`config.mk`:
```
export PLATFORM = sky130hd
export DESIGN_NAME = ifetch
export DESIGN_NICKNAME = d
export VERILOG_FILES = /design/src/rtl/ifetch.sv
export SDC_FILE = /design/constraint.sdc
export NUM_CORES = 1
export LEC_CHECK = 0
export CAP_MARGIN = 10
export CORE_AREA = 2 2 80 82
export DETAILED_ROUTE_END_ITERATION = 8
export DIE_AREA = 0 0 82 84
export PLACE_DENSITY = 0.85
export SYNTH_ARGS = -nofsm -noshare
export SYNTH_HDL_FRONTEND = slang
export SYNTH_SLANG_ARGS = --single-unit
```
`constraint.sdc`:
```
create_clock -name i_clk -period 3.79 [get_ports i_clk]
set_input_delay 0.379 -clock i_clk [delete_from_list [all_inputs] [get_ports i_clk]]
set_output_delay 0.379 -clock i_clk [all_outputs]
set_load 0.02 [all_outputs]
```
`src/rtl/ifetch.sv`:
```
// Instruction fetch stage: owns the PC, addresses a 1-cycle registered ROM,
// and presents {pc, instr} to decode over a valid/ready handshake.
// Optional performance counters are enabled by defining IFETCH_PERF_EN.
module ifetch #(
  parameter int unsigned     ADDR_WIDTH = 12,
  parameter int unsigned     DATA_WIDTH = 32,
  parameter int unsigned     XLEN       = 32,
  parameter logic [XLEN-1:0] RESET_PC   = '0
) (
  input  logic                  i_clk,
  input  logic                  i_rst,
  output logic [ADDR_WIDTH-1:0] o_rom_addr,
  input  logic [DATA_WIDTH-1:0] i_rom_rdata,
  input  logic                  i_redirect_valid,
  input  logic [XLEN-1:0]       i_redirect_pc,
  output logic                  o_valid,
  input  logic                  i_ready,
  output logic [XLEN-1:0]       o_pc,
`ifdef IFETCH_PERF_EN
  output logic [31:0]           o_fetch_cnt,
  output logic [31:0]           o_stall_cnt,
`endif
  output logic [DATA_WIDTH-1:0] o_instr
);

  typedef enum logic [0:0] {
    BOOT = 1'b0,
    RUN  = 1'b1
  } state_e;

  localparam logic [XLEN-1:0] PC_STEP  = XLEN'(4);
  localparam logic [XLEN-1:0] ALIGN_MSK = ~XLEN'(3);

  state_e          state_q, state_d;
  logic [XLEN-1:0] pc_q, pc_d;
  logic            valid_c;
  logic            fire_c;
  logic            stall_c;

`ifdef IFETCH_PERF_EN
  logic [31:0] fetch_cnt_q, fetch_cnt_d;
  logic [31:0] stall_cnt_q, stall_cnt_d;
`endif

  // Next-state, next-PC and handshake decode; reset overrides everything.
  always_comb begin
    state_d = state_q;
    pc_d    = pc_q;
    valid_c = 1'b0;
    fire_c  = 1'b0;
    stall_c = 1'b0;
    case (state_q)
      BOOT: begin
        // ROM is re-reading pc_q this cycle so its data is ready in RUN.
        state_d = RUN;
      end
      RUN: begin
        valid_c = !i_redirect_valid;
        fire_c  = valid_c & i_ready;
        stall_c = valid_c & !i_ready;
        if (i_redirect_valid) begin
          pc_d = i_redirect_pc & ALIGN_MSK;
        end else if (fire_c) begin
          pc_d = pc_q + PC_STEP;
        end
      end
      default: begin
        state_d = BOOT;
      end
    endcase
    if (i_rst) begin
      state_d = BOOT;
      pc_d    = RESET_PC;
      valid_c = 1'b0;
      fire_c  = 1'b0;
      stall_c = 1'b0;
    end
  end

`ifdef IFETCH_PERF_EN
  // Fetch / stall event counters, wrapping at 2^32.
  always_comb begin
    fetch_cnt_d = fetch_cnt_q;
    stall_cnt_d = stall_cnt_q;
    if (fire_c) begin
      fetch_cnt_d = fetch_cnt_q + 32'd1;
    end
    if (stall_c) begin
      stall_cnt_d = stall_cnt_q + 32'd1;
    end
  end

  // Counter registers with synchronous reset.
  always_ff @(posedge i_clk) begin
    if (i_rst) begin
      fetch_cnt_q <= '0;
      stall_cnt_q <= '0;
    end else begin
      fetch_cnt_q <= fetch_cnt_d;
      stall_cnt_q <= stall_cnt_d;
    end
  end

  assign o_fetch_cnt = fetch_cnt_q;
  assign o_stall_cnt = stall_cnt_q;
`else
  logic unused_stall;
  assign unused_stall = stall_c;
`endif

  // State and PC registers; pc_d already carries the reset value.
  always_ff @(posedge i_clk) begin
    if (i_rst) begin
      state_q <= BOOT;
      pc_q    <= RESET_PC;
    end else begin
      state_q <= state_d;
      pc_q    <= pc_d;
    end
  end

  // ROM is addressed with the PC that will be current next cycle.
  assign o_rom_addr = pc_d[ADDR_WIDTH+1:2];
  assign o_valid    = valid_c;
  assign o_pc       = pc_q;
  assign o_instr    = i_rom_rdata;

endmodule
```
==> flow_summary_export.csv, run 1 <==
group,metric,value,unit
run_status,status,"complete, no violations",
detailed_routing,route.final.wire_length,7.44,mm
detailed_routing,detailroute.via_count,2683,
grt,grt.overflow.total,0,
sta,unrepaired_setup_endpoints_after_global_routing,"no",
yosys,synth.avg_cell_area,7.44,um^2
clock_tree,cts_root_buffer,"clkbuf_8",
placement,detailed_place_hpwl,5.38,mm
sta,slew-limit-headroom,33.1,%
critical_path,worstRegToRegCells,6,
critical_path,timing.rr.start,"o_pc[2]",
sta,worstMarginPinSlew,0.994,ns
critical_path,timing.reg2reg.setup_slack,1.20,ns
clock_tree,postCtsHoldBufs,0,
power,pwr-share-clk,30.1,%
sta,fin_tns_setup,0,ns
critical_path,worst_ep_required_time,3.41,ns
min_path,hold_path.class,"register to register",
yosys,synth_top_area_cell,"dfxtp_1",
placement,buffer_ports.inserted,78,
detailed_routing,detail_route.vias_per_cell,6.06,
critical_path,reg2reg_to,"o_pc[28]",
yosys,ys_ff_latch,33,
placement,weighted_congestion_reported_at_the_end_of_routability_driven_placement,0.845,
yosys,synth.distinct_cells,51,
clock_tree,cts_inserted_buffers,5,
final_layout,nets,434,
die,die_area,6890,um^2
grt,grt_use_total,21.7,%
critical_path,critPathMaxFanout,6,
clock_tree,post_cts.repair.setup_buffers,0,
final_layout,fraction_of_layout_cells_with_a_size_suffix_above_1,7.65,%
clock_tree,cts.htree.levels,2,
yosys,synth_edf_count,0,
yosys,synth_instances,321,
detailed_routing,wl_per_cell,16.8,um
yosys,synth_top_area_share,27.7,%
clock_tree,tritoncts,"built",
sta,hold_violations,0,
power,sequentialPowerShare,44.2,%
grt,grt_pass1_vias,2451,
detailed_routing,detailedRoute.firstPassIterationCount,5,
yosys,warning_count_from_the_yosys_run,0,
critical_path,critical_path_arrival,2.71,ns
critical_path,timing.critical_path.to_type,"output port",
clock_tree,worst_setup_hold_path_clk_slew,0.08,ns
final_layout,layout.area.seq,661,um^2
placement,placedCellCount,435,
grt,grt_antenna_before_repair,0,
yosys,netlist_top_cells_area,"dfxtp_1 (28%), buf_4 (10%), nor2_1 (5.8%), nand2_1 (4.6%), and3_1 (3.4%)",
sta,period_share,81.5,%
sta,report.final.setup_viol,0,
yosys,synth_seq_area_share,27.7,%
power,p_switching,0.295,mW
detailed_routing,dr.first_iter.drc_count,258,
yosys,synth-main-ff-cell,"dfxtp_1",
detailed_routing,drcViolationCount,0,
sta,layout_setup_ws,0.703,ns
die,die_w,82,um
power,power.static_leakage,1.10,nW
power,power.total,0.901,mW
power,power_density,289,nW/um^2
critical_path,worst_setup_path_startpoint,"o_pc[2]",
detailed_routing,final_antenna_net_count,0,
sta,final_period_minus_worst_setup_slack,3.09,ns
placement,dp_worst_setup_slack,0.719,ns
critical_path,timing.critical_path.from_type,"register",
die,core.rowCount,29,
flow_run,cap_viol_max_count,0,
final_layout,fill_cells,583,
final_layout,multiInputGateArea,1380,um^2
grt,grt_max_degree,29,
power,internal_power,0.606,mW
clock_tree,cts.sinks,33,
yosys,asyncSetResetFlopFracSynth,0,%
final_layout,number_of_antenna_diodes,0,
grt,grt_first_pass_wirelength,11.8,mm
final_layout,flow.area_growth_from_synthesis,30.5,%
die,core_area,6100,um^2
die,top_level_ports,145,
final_layout,finish.cell_count_without_fillers,443,
sta,fmax,0.324,GHz
die,die_height,84,um
power,power.combinational.fraction,25.7,%
clock_tree,ctsResizeCount,0,
critical_path,critical_path.endpoint,"o_rom_addr[6]",
die,initial_utilization,39.2,%
yosys,syn-cell-area,2390,um^2
critical_path,crit_type,"register to output port",
sta,fin_skew,0.0117,ns
sta,finalMaxSlewViolations,0,
power,maximum_vdd_drop,198,uV
clock_tree,worst_skew_pair.late_latency,0.30,ns
power,p_sw_share,32.7,%
yosys,syn_nets,390,
clock_tree,cts_max_path_buffers,2,
-- worst min-delay path by stage --
stage               cells past startpoint       end              start  slack [ns]
floorplan                               2  o_pc[24]  i_redirect_pc[24]        0.52
global placement                        1   o_pc[0]            o_pc[0]        0.47
detailed placement                      1   o_pc[1]            o_pc[1]        0.48
CTS                                     1   o_pc[1]            o_pc[1]        0.49
global route                            1   o_pc[1]            o_pc[1]        0.50
finish                                  1   o_pc[1]            o_pc[1]        0.49
-- cell usage after synthesis, types with 2 or more instances --
cell type and instances:
mux2i_1 8, nor2_1 37, o31ai_1 4, nand3_1 13, o22ai_1 6, buf_2 2
a21oi_1 10, inv_1 8, o211ai_1 2, and4_2 2, nand2b_1 2, nand4_1 10
dfxtp_1 33, a31oi_1 2, clkbuf_1 17, nor3b_1 2, a221oi_1 9, and2_1 2
and3_1 13, o221ai_1 3, o21ai_0 10, o41ai_1 2, mux2_2 2, a2111oi_0 8
nand2_1 29, buf_4 32, nor4_1 12, a311oi_1 2, a22oi_1 5, a21o_1 2
or4_1 3, nor3_1 9, a211o_1 2
-- state kept, by name (all words and copies together), names as in the netlist --
signal / flops
state_q: 1
o_pc: 32
-- area by class of cell --
class | count | share of cell area (%)
multi-input cells | 227 | 44.1
clock inverters | 3 | 0.562
well taps | 77 | 3.09
inverters | 9 | 1.08
repair buffers | 89 | 27.7
flip-flops and latches | 33 | 21.2
clock buffers | 5 | 2.21
-- cell families after synthesis --
kind of cell / synth area share [%]
AO/OA/AOI/OAI: 21.5
adder cells (fa/ha/maj): 0.524
buffers and inverters: 14.7
flip-flops: 27.7
multiplexers: 4.30
AND/OR/NAND/NOR: 31.3
-- through the flow --
step           hold WS [ns]  cell area, um^2  utilization, %
5_1_grt               0.500             3120            51.1
4_1_cts               0.488             3120            51.1
2_1_floorplan         0.522             2390               -
6_report              0.489             3120            51.1
3_3_place_gp          0.470             3030            49.7
3_5_place_dp          0.477             3030            49.7
-- routing by layer --
metal  global-route usage [%]  vias up  wire length, um
li1                         -     1259                -
met1                     29.3     1241             3050
met2                     32.2      165             3500
met3                     5.30       18              717
met4                     9.39        0              169
met5                        0        -                0
-- critical path, cell delays in order, from the launching register on --
cell and delay, ns:
dfxtp_1 0.45, ha_1 0.26, nand3_1 0.17, nor2_1 0.34, nand4_1 0.14, a221oi_1 0.40, nor4_1 0.10, clkdlybuf4s50_1 0.55
-- placed cells by master (no fill, tap or decap), types with 3 or more instances in the layout --
| cell | netlist | routed |
|---|---|---|
| a2111oi_0 | 8 | 8 |
| a21oi_1 | 10 | 10 |
| a221oi_1 | 9 | 9 |
| a22oi_1 | 5 | 5 |
| and3_1 | 13 | 13 |
| buf_4 | 32 | 11 |
| clkbuf_8 | 0 | 5 |
| clkdlybuf4s50_1 | 0 | 78 |
| dfxtp_1 | 33 | 33 |
| inv_1 | 8 | 8 |
| mux2i_1 | 8 | 8 |
| nand2_1 | 29 | 29 |
| nand3_1 | 13 | 13 |
| nand4_1 | 10 | 10 |
| nor2_1 | 37 | 37 |
| nor3_1 | 9 | 9 |
| nor4_1 | 12 | 12 |
| o21ai_0 | 10 | 10 |
| o221ai_1 | 3 | 3 |
| o22ai_1 | 6 | 6 |
| o31ai_1 | 4 | 4 |
| or4_1 | 3 | 3 |
-- power groups by stage --
stage,sequential [mW],combinational [mW],clock (mW)
after floorplan,0.419,0.143,0
after detailed placement,0.405,0.229,0
after global placement,0.404,0.224,0
after CTS,0.397,0.230,0.271
final,0.398,0.231,0.271
after global routing,0.402,0.248,0.287
No activity file was read; power rests on OpenSTA's default activity.
==> run 2: changes to the inputs <==
CORE_AREA = 2 2 87 89   (was 2 2 80 82)
DIE_AREA = 0 0 89 91   (was 0 0 82 84)
PLACE_DENSITY = 0.76   (was 0.85)
clock period = 2.8 ns   (was 3.79 ns; I/O delays follow)
==> flow_summary_export.csv, run 2 (synthesized netlist as in run 1, its figures left out) <==
group,metric,value,unit
final_layout,fill_cells,733,
power,power_density,422,nW/um^2
die,die_height,91,um
die,top_level_ports,145,
detailed_routing,drcViolationCount,0,
clock_tree,cts_root_buffer,"clkbuf_8",
min_path,worstHoldStart,"o_pc[1]",
clock_tree,tritoncts,"built",
critical_path,timing.critical_path.from_type,"primary input",
detailed_routing,route.final.wire_length,7.82,mm
clock_tree,cts.htree.levels,2,
detailed_routing,detailroute.via_count,2741,
detailed_routing,detailedRoute.firstPassIterationCount,5,
power,power.total,1.41,mW
critical_path,crit_family,"buffers and inverters",
placement,placedCellCount,474,
grt,grt_antenna_before_repair,0,
min_path,min_delay_worst_endpoint,"o_pc[1]",
die,die_area,8100,um^2
detailed_routing,dr.first_iter.drc_count,230,
clock_tree,cts_inserted_buffers,5,
sta,worstMarginPinSlew,0.410,ns
final_layout,highest_count_cells_in_the_layout_ignoring_fill_and_taps,"clkdlybuf4s50_1 (73), nor2_1 (36), dfxtp_1 (31)",
final_layout,fraction_of_layout_cells_with_a_size_suffix_above_1,13.1,%
critical_path,timing.critical_path.slowest_stage_cell,"clkdlybuf4s50_1",
critical_path,crit_type,"primary input to output port",
critical_path,cp.depth,6,
sta,report.final.setup_viol,0,
die,initial_utilization,33.5,%
clock_tree,postCtsHoldBufs,0,
critical_path,reg2reg_to,"o_pc[30]",
final_layout,nets,451,
sta,finalMaxSlewViolations,0,
critical_path,worst_ep_required_time,2.52,ns
power,maximum_vdd_drop,244,uV
final_layout,flow.area_growth_from_synthesis,40.0,%
grt,grt_max_degree,29,
detailed_routing,wl_per_cell,16.2,um
critical_path,timing.critical_path.to_type,"output port",
min_path,min_path_cells,1,
sta,fin_skew,0.00665,ns
detailed_routing,final_antenna_net_count,0,
run_status,status,"complete, no violations",
critical_path,critical_path.cell_chain,"clkdlybuf4s50_1 > buf_6 > and2_1 > a22oi_1 > o21ai_0 > clkdlybuf4s50_1",
final_layout,number_of_antenna_diodes,0,
grt,grt.overflow.total,0,
sta,fmax,0.371,GHz
power,power.static_leakage,1.25,nW
grt,grt_use_total,18.6,%
sta,period_share,96.1,%
placement,detailed_place_hpwl,5.77,mm
die,core.rowCount,31,
min_path,hold_path.class,"register to register",
detailed_routing,detail_route.vias_per_cell,5.69,
clock_tree,worst_skew_pair.late_latency,0.29,ns
placement,weighted_congestion_reported_at_the_end_of_routability_driven_placement,0.908,
clock_tree,cts.sinks,33,
critical_path,timing.rr.start,"o_pc[2]",
final_layout,finish.cell_count_without_fillers,482,
grt,grt_first_pass_wirelength,12.2,mm
sta,slew-limit-headroom,71.9,%
flow_run,cap_viol_max_count,0,
critical_path,timing.reg2reg.setup_slack,0.62,ns
clock_tree,worst_setup_hold_path_clk_slew,0.07,ns
final_layout,mostFrequentLayoutCell,"clkdlybuf4s50_1",
sta,final_period_minus_worst_setup_slack,2.69,ns
critical_path,worst_path_largest_cell_delay,0.65,ns
critical_path,crit_path_frequent_cell,"clkdlybuf4s50_1",
grt,grt_pass1_vias,2531,
die,die_w,89,um
critical_path,critical_path_arrival,2.41,ns
placement,buffer_ports.inserted,78,
critical_path,critPathBufInv,3,
critical_path,worstRegToRegCells,8,
clock_tree,cts_max_path_buffers,2,
sta,unrepaired_setup_endpoints_after_global_routing,"no",
sta,hold_violations,0,
final_layout,largest_reg_flops,32,
critical_path,critPathMaxFanout,28,
die,core_area,7140,um^2
[run 2: worst register-to-register path, cell delays in order, from the launching register on]
cell,delay (ns)
dfxtp_2,0.39
ha_1,0.22
nand3_1,0.17
buf_4,0.19
nor4_1,0.25
buf_4,0.18
nor3b_1,0.25
nand3_1,0.14
mux2_2,0.28
[run 2: metrics by stage]
stage	hold slack [ns]	TNS, ns	utilization [%]	cell area, um^2	setup WS, ns
global route	0.508	0	46.8	3340	0.0220
detailed placement	0.473	-0.232	44.6	3180	-0.0800
CTS	0.491	0	46.6	3330	0.00517
floorplan	0.423	0	-	2390	0.160
global placement	0.469	-0.168	44.6	3180	-0.112
finish	0.486	0	46.8	3340	0.108
[run 2: final cells by class]
cell class	instances	area, um^2	share of cell area (%)
Clock buffer	5	68.8	2.06
Clock inverter	3	65.1	1.95
Inverter	9	33.8	1.01
Multi-Input combinational cell	227	1400	41.7
Sequential cell	33	663	19.8
Tap cell	99	124	3.71
Timing Repair Buffer	106	992	29.7
[run 2: worst max-delay path by stage]
stage / to / from / slack, ns
3_3_place_gp: o_rom_addr[9] / i_redirect_valid / -0.11
6_report: o_rom_addr[11] / i_redirect_valid / 0.11
2_1_floorplan: o_rom_addr[7] / o_pc[4] / 0.16
3_5_place_dp: o_rom_addr[9] / i_redirect_valid / -0.08
5_1_grt: o_rom_addr[4] / o_pc[2] / 0.02
4_1_cts: o_rom_addr[6] / o_pc[2] / 0.005
[run 2: routing by layer]
layer	track usage (%)	part of all wire (%)	up-vias
met3	3.36	7.5	15
met1	25.0	43	1297
met4	5.35	1.6	0
met2	30.0	47	129
li1	-	-	1300
met5	0	0	-
[run 2: timing repair]
item,CTS,global route
setup buffers,0,0
setup endpoints to repair,7,6
resized for setup,7,5
[run 2: power breakdown]
part	total [mW]	switching (mW)	leakage (nW)	internal, mW
clock network	0.541	0.187	0.0681	0.354
registers	0.529	0.0334	0.272	0.496
logic	0.340	0.175	0.909	0.165
total	1.41	0.396	1.25	1.01
